### src/rtl/l2_bank_arb_pkg.sv
// l2_bank_arb_pkg: shared types for the L2 bank arbiter and its response pipeline
package l2_bank_arb_pkg;
  typedef enum logic {
    OWNER_A = 1'b0,
    OWNER_B = 1'b1
  } owner_e;
  typedef struct packed {
    logic   valid;
    owner_e owner;
  } rsp_tag_t;
endpackage

### src/rtl/l2_bank_arb_rsp_pipe.sv
// l2_bank_arb_rsp_pipe: LATENCY-deep shift register of read-response tags with sync active-low clear
module l2_bank_arb_rsp_pipe
  import l2_bank_arb_pkg::*;
#(
  parameter int unsigned LATENCY = 1
) (
  input  logic     clk_i,
  input  logic     rst_ni,
  input  rsp_tag_t tag_i,
  output rsp_tag_t tag_o
);
  rsp_tag_t [LATENCY-1:0] stage_q, stage_d;
  // shift new tag into stage 0, older tags move toward the tail
  always_comb begin
    stage_d[0] = tag_i;
    for (int i = 1; i < LATENCY; i++) stage_d[i] = stage_q[i-1];
  end
  // reset flushes every in-flight tag so no stale rvalid survives
  always_ff @(posedge clk_i) begin
    if (!rst_ni) stage_q <= '0;
    else stage_q <= stage_d;
  end
  assign tag_o = stage_q[LATENCY-1];
endmodule

### src/rtl/l2_bank_arbiter.sv
// l2_bank_arbiter: two-port (A primary, B secondary) arbiter for one L2 SRAM cut; optional stats via L2_BANK_ARBITER_STATS_EN
module l2_bank_arbiter
  import l2_bank_arb_pkg::*;
#(
  parameter int unsigned ADDR_WIDTH = 14,
  parameter int unsigned DATA_WIDTH = 64,
  parameter int unsigned LATENCY    = 1,
  parameter int unsigned MAX_WAIT   = 8
) (
  input  logic                    clk_i,
  input  logic                    rst_ni,
  input  logic                    a_req_i,
  output logic                    a_gnt_o,
  input  logic [ADDR_WIDTH-1:0]   a_addr_i,
  input  logic                    a_we_i,
  input  logic [DATA_WIDTH-1:0]   a_wdata_i,
  input  logic [DATA_WIDTH/8-1:0] a_be_i,
  output logic                    a_rvalid_o,
  output logic [DATA_WIDTH-1:0]   a_rdata_o,
  input  logic                    b_req_i,
  output logic                    b_gnt_o,
  input  logic [ADDR_WIDTH-1:0]   b_addr_i,
  input  logic                    b_we_i,
  input  logic [DATA_WIDTH-1:0]   b_wdata_i,
  input  logic [DATA_WIDTH/8-1:0] b_be_i,
  output logic                    b_rvalid_o,
  output logic [DATA_WIDTH-1:0]   b_rdata_o,
  output logic                    mem_req_o,
  output logic                    mem_we_o,
  output logic [ADDR_WIDTH-1:0]   mem_addr_o,
  output logic [DATA_WIDTH-1:0]   mem_wdata_o,
  output logic [DATA_WIDTH/8-1:0] mem_be_o,
  input  logic [DATA_WIDTH-1:0]   mem_rdata_i
`ifdef L2_BANK_ARBITER_STATS_EN
  ,
  output logic [31:0]             conflict_cnt_o,
  output logic [31:0]             starve_cnt_o
`endif
);
  localparam int unsigned WW = $clog2(MAX_WAIT + 1);
  logic [WW-1:0] wait_cnt_q, wait_cnt_d;
  logic          starved, b_win, a_win;
  rsp_tag_t      tag_in, tag_out;
  // B wins when alone or once it has lost MAX_WAIT times in a row; everything is muted in reset
  always_comb begin
    starved     = wait_cnt_q == WW'(MAX_WAIT);
    b_win       = rst_ni & b_req_i & (~a_req_i | starved);
    a_win       = rst_ni & a_req_i & ~b_win;
    a_gnt_o     = a_win;
    b_gnt_o     = b_win;
    mem_req_o   = a_win | b_win;
    mem_we_o    = a_win ? a_we_i    : b_win ? b_we_i    : 1'b0;
    mem_addr_o  = a_win ? a_addr_i  : b_win ? b_addr_i  : '0;
    mem_wdata_o = a_win ? a_wdata_i : b_win ? b_wdata_i : '0;
    mem_be_o    = a_win ? a_be_i    : b_win ? b_be_i    : '0;
    wait_cnt_d  = (b_req_i & ~b_win) ? wait_cnt_q + WW'(1) : '0;
    tag_in      = '{valid: mem_req_o & ~mem_we_o, owner: b_win ? OWNER_B : OWNER_A};
    a_rvalid_o  = rst_ni & tag_out.valid & (tag_out.owner == OWNER_A);
    b_rvalid_o  = rst_ni & tag_out.valid & (tag_out.owner == OWNER_B);
    a_rdata_o   = rst_ni ? mem_rdata_i : '0;
    b_rdata_o   = rst_ni ? mem_rdata_i : '0;
  end
  // consecutive-loss counter for B
  always_ff @(posedge clk_i) begin
    if (!rst_ni) wait_cnt_q <= '0;
    else wait_cnt_q <= wait_cnt_d;
  end
  l2_bank_arb_rsp_pipe #(.LATENCY(LATENCY)) u_rsp_pipe (
    .clk_i  (clk_i),
    .rst_ni (rst_ni),
    .tag_i  (tag_in),
    .tag_o  (tag_out)
  );
`ifdef L2_BANK_ARBITER_STATS_EN
  logic [31:0] conflict_cnt_q, conflict_cnt_d, starve_cnt_q, starve_cnt_d;
  // saturating event counters
  always_comb begin
    conflict_cnt_d = (a_req_i & b_req_i & ~&conflict_cnt_q) ? conflict_cnt_q + 32'd1 : conflict_cnt_q;
    starve_cnt_d   = (b_win & starved & ~&starve_cnt_q) ? starve_cnt_q + 32'd1 : starve_cnt_q;
  end
  // stats registers
  always_ff @(posedge clk_i) begin
    if (!rst_ni) begin
      conflict_cnt_q <= '0;
      starve_cnt_q   <= '0;
    end else begin
      conflict_cnt_q <= conflict_cnt_d;
      starve_cnt_q   <= starve_cnt_d;
    end
  end
  assign conflict_cnt_o = conflict_cnt_q;
  assign starve_cnt_o   = starve_cnt_q;
`endif
  a_lat_ok:   assert property (@(posedge clk_i) LATENCY >= 1);
  a_wait_ok:  assert property (@(posedge clk_i) MAX_WAIT >= 1);
  a_one_gnt:  assert property (@(posedge clk_i) !(a_gnt_o && b_gnt_o));
  a_one_rvld: assert property (@(posedge clk_i) !(a_rvalid_o && b_rvalid_o));
endmodule

### config.mk
export PLATFORM = sky130hd
export DESIGN_NAME = l2_bank_arbiter
export DESIGN_NICKNAME = d
export VERILOG_FILES = /design/src/rtl/l2_bank_arb_pkg.sv /design/src/rtl/l2_bank_arb_rsp_pipe.sv /design/src/rtl/l2_bank_arbiter.sv
export SDC_FILE = /design/constraint.sdc
export NUM_CORES = 1
export LEC_CHECK = 0
export ABC_AREA = 1
export CAP_MARGIN = 20
export CORE_AREA = 2 2 181 183
export DETAILED_ROUTE_END_ITERATION = 10
export DIE_AREA = 0 0 183 185
export DONT_BUFFER_PORTS = 1
export HOLD_SLACK_MARGIN = 0.06
export SLEW_MARGIN = 20
export SYNTH_ARGS = -nofsm -noshare
export SYNTH_HDL_FRONTEND = slang
export SYNTH_SLANG_ARGS = --single-unit
### constraint.sdc
create_clock -name clk_i -period 2 [get_ports clk_i]
set_input_delay 0.4 -clock clk_i [delete_from_list [all_inputs] [get_ports clk_i]]
set_output_delay 0.4 -clock clk_i [all_outputs]
set_load 0.05 [all_outputs]
# Word-level counts from Yosys, hierarchy flattened
# Index checks and enable logic that the tools add are counted.
word_totals:
  mem_count: 0
  ramBits: 0
  romBits: 0
  regBits: 6
  inputBits: 242
  latch_bits: 0
classes:
  bitwise: 15
  n_shift: 0
  n_reduce_logical: 1
  n_mul: 0
  order_cmp: 0
  muxes: 10
  eq_ne: 1
  div_mod_pow: 0
  add_sub_neg: 1
ops:
  columns: ["operator", "n"]
  rows:
  - ["$mux W64", 3]
  - ["$mux W14", 2]
  - ["$mux W8", 2]
  - ["$and A1 B1 Y1", 9]
  - ["$add A4 B1 Y4 const B", 1]
  - ["$eq A4 B4 Y1 const B", 1]
  - ["$not A1 Y1", 4]
  - ["$mux W1", 3]
  - ["$or A1 B1 Y1", 2]
  - ["$reduce_and A2 Y1", 1]

# Longest topological paths before layout
logic_depth:
  depth_word: 8
  depth_mapped: 11
  ltp_nobuf: 9

# Cells and area by module
# A second synthesis with hierarchy kept.
unflattened:
  cells_unflattened: 519
  hier_area_um2: 2389.8
by_module_without_submodules:
  columns: ["module", "cells_each", "area_each_um2", "instances", "seq_area_each_um2"]
  rows:
  - ["l2_bank_arbiter", 513, 2334.7, 1, 80.1]
  - ["l2_bank_arb_rsp_pipe", 6, 55.1, 1, 40.0]

# Worst setup path after synthesis
# No wires, ideal clock.
synth_timing:
  path_type: "flip-flop to output port"
  startpoint: "register wait_cnt_q[0]"
  endpoint: "output port mem_be_o[0]"
  n_path_buf: 1
  path_slack_ns: -0.090
  t_arrival_ns: 1.690
  path_stages_with_launch: 11
  required_time_ns: 1.600
  path_cell_list: "dfxtp_1 > inv_1 > ha_1 > nand3_2 > nand2_2 > nand2_4 > nand2_1 > inv_2 > buf_2 > nand2_1 > nand2_1"
synth_between:
  elab_chain_cells: 6
synth_lines:
  columns: ["item", "line_no", "text"]
  rows:
  - ["start, declared", "l2_bank_arbiter.sv:41", "logic [WW-1:0] wait_cnt_q, wait_cnt_d;"]
  - ["start signal, assigned", "l2_bank_arbiter.sv:66", "else wait_cnt_q <= wait_cnt_d;"]
  - ["$eq A4 B4 Y1", "l2_bank_arbiter.sv:46", "starved = wait_cnt_q == WW'(MAX_WAIT);"]
  - ["$or A1 B1 Y1", "l2_bank_arbiter.sv:47", "b_win = rst_ni & b_req_i & (~a_req_i | starved);"]
  - ["$and A1 B1 Y1", "l2_bank_arbiter.sv:47", null]
  - ["$not A1 Y1", "l2_bank_arbiter.sv:48", "a_win = rst_ni & a_req_i & ~b_win;"]
  - ["$and A1 B1 Y1", "l2_bank_arbiter.sv:48", null]
  - ["via a_gnt_o", "l2_bank_arbiter.sv:13", "output logic a_gnt_o,"]
  - ["$mux W8", "l2_bank_arbiter.sv:55", "mem_be_o = a_win ? a_be_i : b_win ? b_be_i : '0;"]
  - ["end, declared", "l2_bank_arbiter.sv:32", "output logic [DATA_WIDTH/8-1:0] mem_be_o,"]
# The timed path passes the listed nets, and every way through them passes these cells.

# Worst setup path in the final report
layout_timing:
  startpoint: "register wait_cnt_q[0]"
  endpoint: "output port mem_wdata_o[57]"
layout_between:
  elab_chain_cells: 6
layout_lines:
  columns: ["item", "line_no", "text"]
  rows:
  - ["$eq A4 B4 Y1 (*)", "l2_bank_arbiter.sv:46", null]
  - ["$or A1 B1 Y1 (*)", "l2_bank_arbiter.sv:47", null]
  - ["$and A1 B1 Y1 (*)", "l2_bank_arbiter.sv:47", null]
  - ["$not A1 Y1", "l2_bank_arbiter.sv:48", null]
  - ["$and A1 B1 Y1", "l2_bank_arbiter.sv:48", null]
  - ["$mux W64 (*)", "l2_bank_arbiter.sv:54", "mem_wdata_o = a_win ? a_wdata_i : b_win ? b_wdata_i : '0;"]
  - ["end, declared", "l2_bank_arbiter.sv:31", "output logic [DATA_WIDTH-1:0] mem_wdata_o,"]
# Every way passes the cells marked *; elsewhere a longest branch is shown, timed or not.

==> results by group <==
Run status
  • Status: finished with violations
  • Failing checks: setup timing

Detailed routing
  • Vias: 3393
  • Pre-Repair DR Iteration Count: 4
  • Initial DRC count: between 100 and 150
  • Wirelength, routed: 14600 µm
  • DRC Markers: 0
  • Routed len/inst: 14.1 µm
  • Routed vias/inst: 3.29
  • ANT nets after route: 0

Pwr
  • Internal: 1.07 mW
  • Peak supply drop: approximately 0.00021 V
  • Share of total power in combinational logic: 81.4%
  • Switch Pwr: roughly 1.4 mW
  • Leakage Power: slightly above 3 nW
  • Net Sw Frac: a little under three fifths
  • Clock power frac: 13.3%
  • Reg power frac: 5.3%
  • Pwr dens: 428 nW/µm²

Hold path
  • Hold Crit Class: in2reg

Finish
  • Commonest non-fill, non-tap cell in the layout: nand2_1
  • Most frequent cells in the layout: 201 x nand2_1, 98 x nand2_2, 91 x buf_12
  • Nets: 868
  • Area growth, synth to finish: 137%
  • Share of layout cells above drive strength 1: 53.5%
  • Fillers: 3557
  • Final Cell Area: 5660 µm²

Timing
  • Setup TNS Final: -9280 ps
  • Worst Tran Pin Value: 425 ps
  • Final setup fails: 85
  • Maximum clock frequency: 0.465 GHz
  • Period utilization: 107%
  • Rel. slew slack: a little under three quarters
  • Clk_skew: just under 1 ps
  • Slew Viols, Final: 0
  • Minimum clock period after layout: 2150 ps
  • Final hold vios: 0
  • Final worst slack: -149 ps
  • RSZ-0062 raised after global routing: yes

Worst setup path
  • Crit Path Class: reg2out
  • Crit path max fanout: 8
  • Startpoint Class: flop
  • R2R setup slack: about 450 ps
  • Critical Path RT: 1600 ps
  • CP endpoint kind: output port
  • Critical Path AT: 1750 ps

Synthesis
  • Cells after Synth: 516
  • Post-Syn Area: 2380 µm²
  • Flops & latches, synth: 6
  • Syn_nets: 760
  • Synth cell types: 16
  • Syn. warnings: 0
  • Mean post-synth cell area: 4.62 µm²
  • Post-synthesis sequential area ratio: 5.04%

Die
  • Total die area: 33900 µm²
  • Initial core utilization: under 10%
  • Die height: 185 µm
  • Top Ports: 462
  • # rows: 66
  • Core Box Area: 32000 µm²
  • DIE WIDTH: 183 µm

Clock network
  • Total CTS buffers: 3
  • Htree depth: 1
  • CTS root buf: clkbuf_16
  • CTS max path bufs: 2
  • Clock Sinks: 6
  • Clock Latency Late Sink: 230 ps
  • CTS tree: yes
  • Clk slew on worst S/H paths: around 30 ps

Placement
  • Routability cong.: 0.854
  • DPL Wire Length: a little over 10000 µm
  • PortBufs: 0
  • Post-DP Area: 4710 µm²

Global routing
  • Pin count of the biggest net entering global routing: 68
  • Antenna violations before repair: 1
  • Vias in the first global route: 3065
  • First-pass GRT wire length: 17000 µm
  • Gr usage total: under 10%
  • Grt total ovfl: 0

Job
  • Max cap viols: 0
## worst paths after layout
check,start,to,cells after the start
setup / recovery,wait_cnt_q[0]$_SDFF_PN0_,mem_wdata_o[57],12
hold / removal,a_req_i,wait_cnt_q[2]$_SDFF_PN0_,2
setup reg to reg,wait_cnt_q[0]$_SDFF_PN0_,u_rsp_pipe.tag_o[1]$_SDFF_PN0_,10
hold reg to reg,wait_cnt_q[0]$_SDFF_PN0_,wait_cnt_q[0]$_SDFF_PN0_,2
## final cells by class
cell class / instances / area, µm² / area share [%]
multi-input cells: 346 / 1840 / 32.4
diodes: 1 / 2.50 / 0.0442
well taps: 408 / 510 / 9.02
repair buffers: 192 / 2820 / 49.8
clock buffers: 3 / 75.1 / 1.33
flip-flops and latches: 6 / 123 / 2.17
inverters: 75 / 297 / 5.24
## cells by family (layout without fill, tap and decap cells)
kind of cell  after synthesis  in the layout  share of synthesized area [%]
simple gates              342            342                           54.8
buf+inv                   164            270                           38.4
flops                       6              6                           5.04
fa+ha+maj                   2              2                           1.05
xor+xnor                    2              2                          0.735
other cells                 0              1                              0
## worst max-delay path: stages (launching register included)
cell and delay [ps]:
dfxtp_2 330, inv_2 50, ha_4 150, nand3_4 60, nand2_4 80, nand2_8 90
nand2_4 70, inv_8 80, buf_12 160, clkbuf_16 160, nand2_1 60, nand2_2 70
buf_12 130
## synthesized netlist by cell type, drive strengths merged
| library cell | n | share of area, % |
|---|---|---|
| nand2 | 329 | 52 |
| buf | 87 | 26 |
| inv | 75 | 12 |
| nor2 | 8 | 1.3 |
| dfxtp | 6 | 5.0 |
| nand3 | 5 | 1.3 |
| clkbuf | 2 | 0.32 |
| ha | 2 | 1.0 |
| xnor2 | 1 | 0.37 |
| xor2 | 1 | 0.37 |
## repair_timing
item,CTS,global route
hold buffers,0,0
endpoints found under the setup margin,88,88
setup buffers,6,3
resized for setup,119,61
pin swaps,16,24
cloned,7,5
## sequential cells by signal, summed over array words and instances (netlist names)
signal            flops
u_rsp_pipe.tag_o      2
wait_cnt_q            4
## stage by stage
step | setup WS (ps) | hold slack, ps | cells | total power, mW | utilization (%)
detailed placement | -38.1 | 516 | 1008 | 1.91 | 14.7
global placement | -13.7 | 509 | 1008 | 1.91 | 14.7
floorplan | 8.97 | 430 | 516 | 1.35 | -
finish | -149 | 417 | 1031 | 2.42 | 17.7
global route | -218 | 436 | 1031 | 2.50 | 17.7
CTS | -187 | 390 | 1024 | 2.37 | 16.6
## power by group through the flow
stage | sequential, mW | combinational (mW) | clock, mW
after global placement | 0.129 | 1.78 | 0
after detailed placement | 0.129 | 1.79 | 0
after CTS | 0.128 | 1.92 | 0.324
after floorplan | 0.127 | 1.22 | 0
final | 0.128 | 1.97 | 0.323
after global routing | 0.128 | 2.04 | 0.328
## per-layer routing
layer  global-route usage [%]  wire length, µm  vias to the layer above
li1                         -                -                     1613
met1                     7.40             4890                     1479
met2                     12.0             7740                      267
met3                    0.885             1170                       34
met4                     4.45              750                        0
met5                        0                0                        -
(Power assumes the default switching activity.)
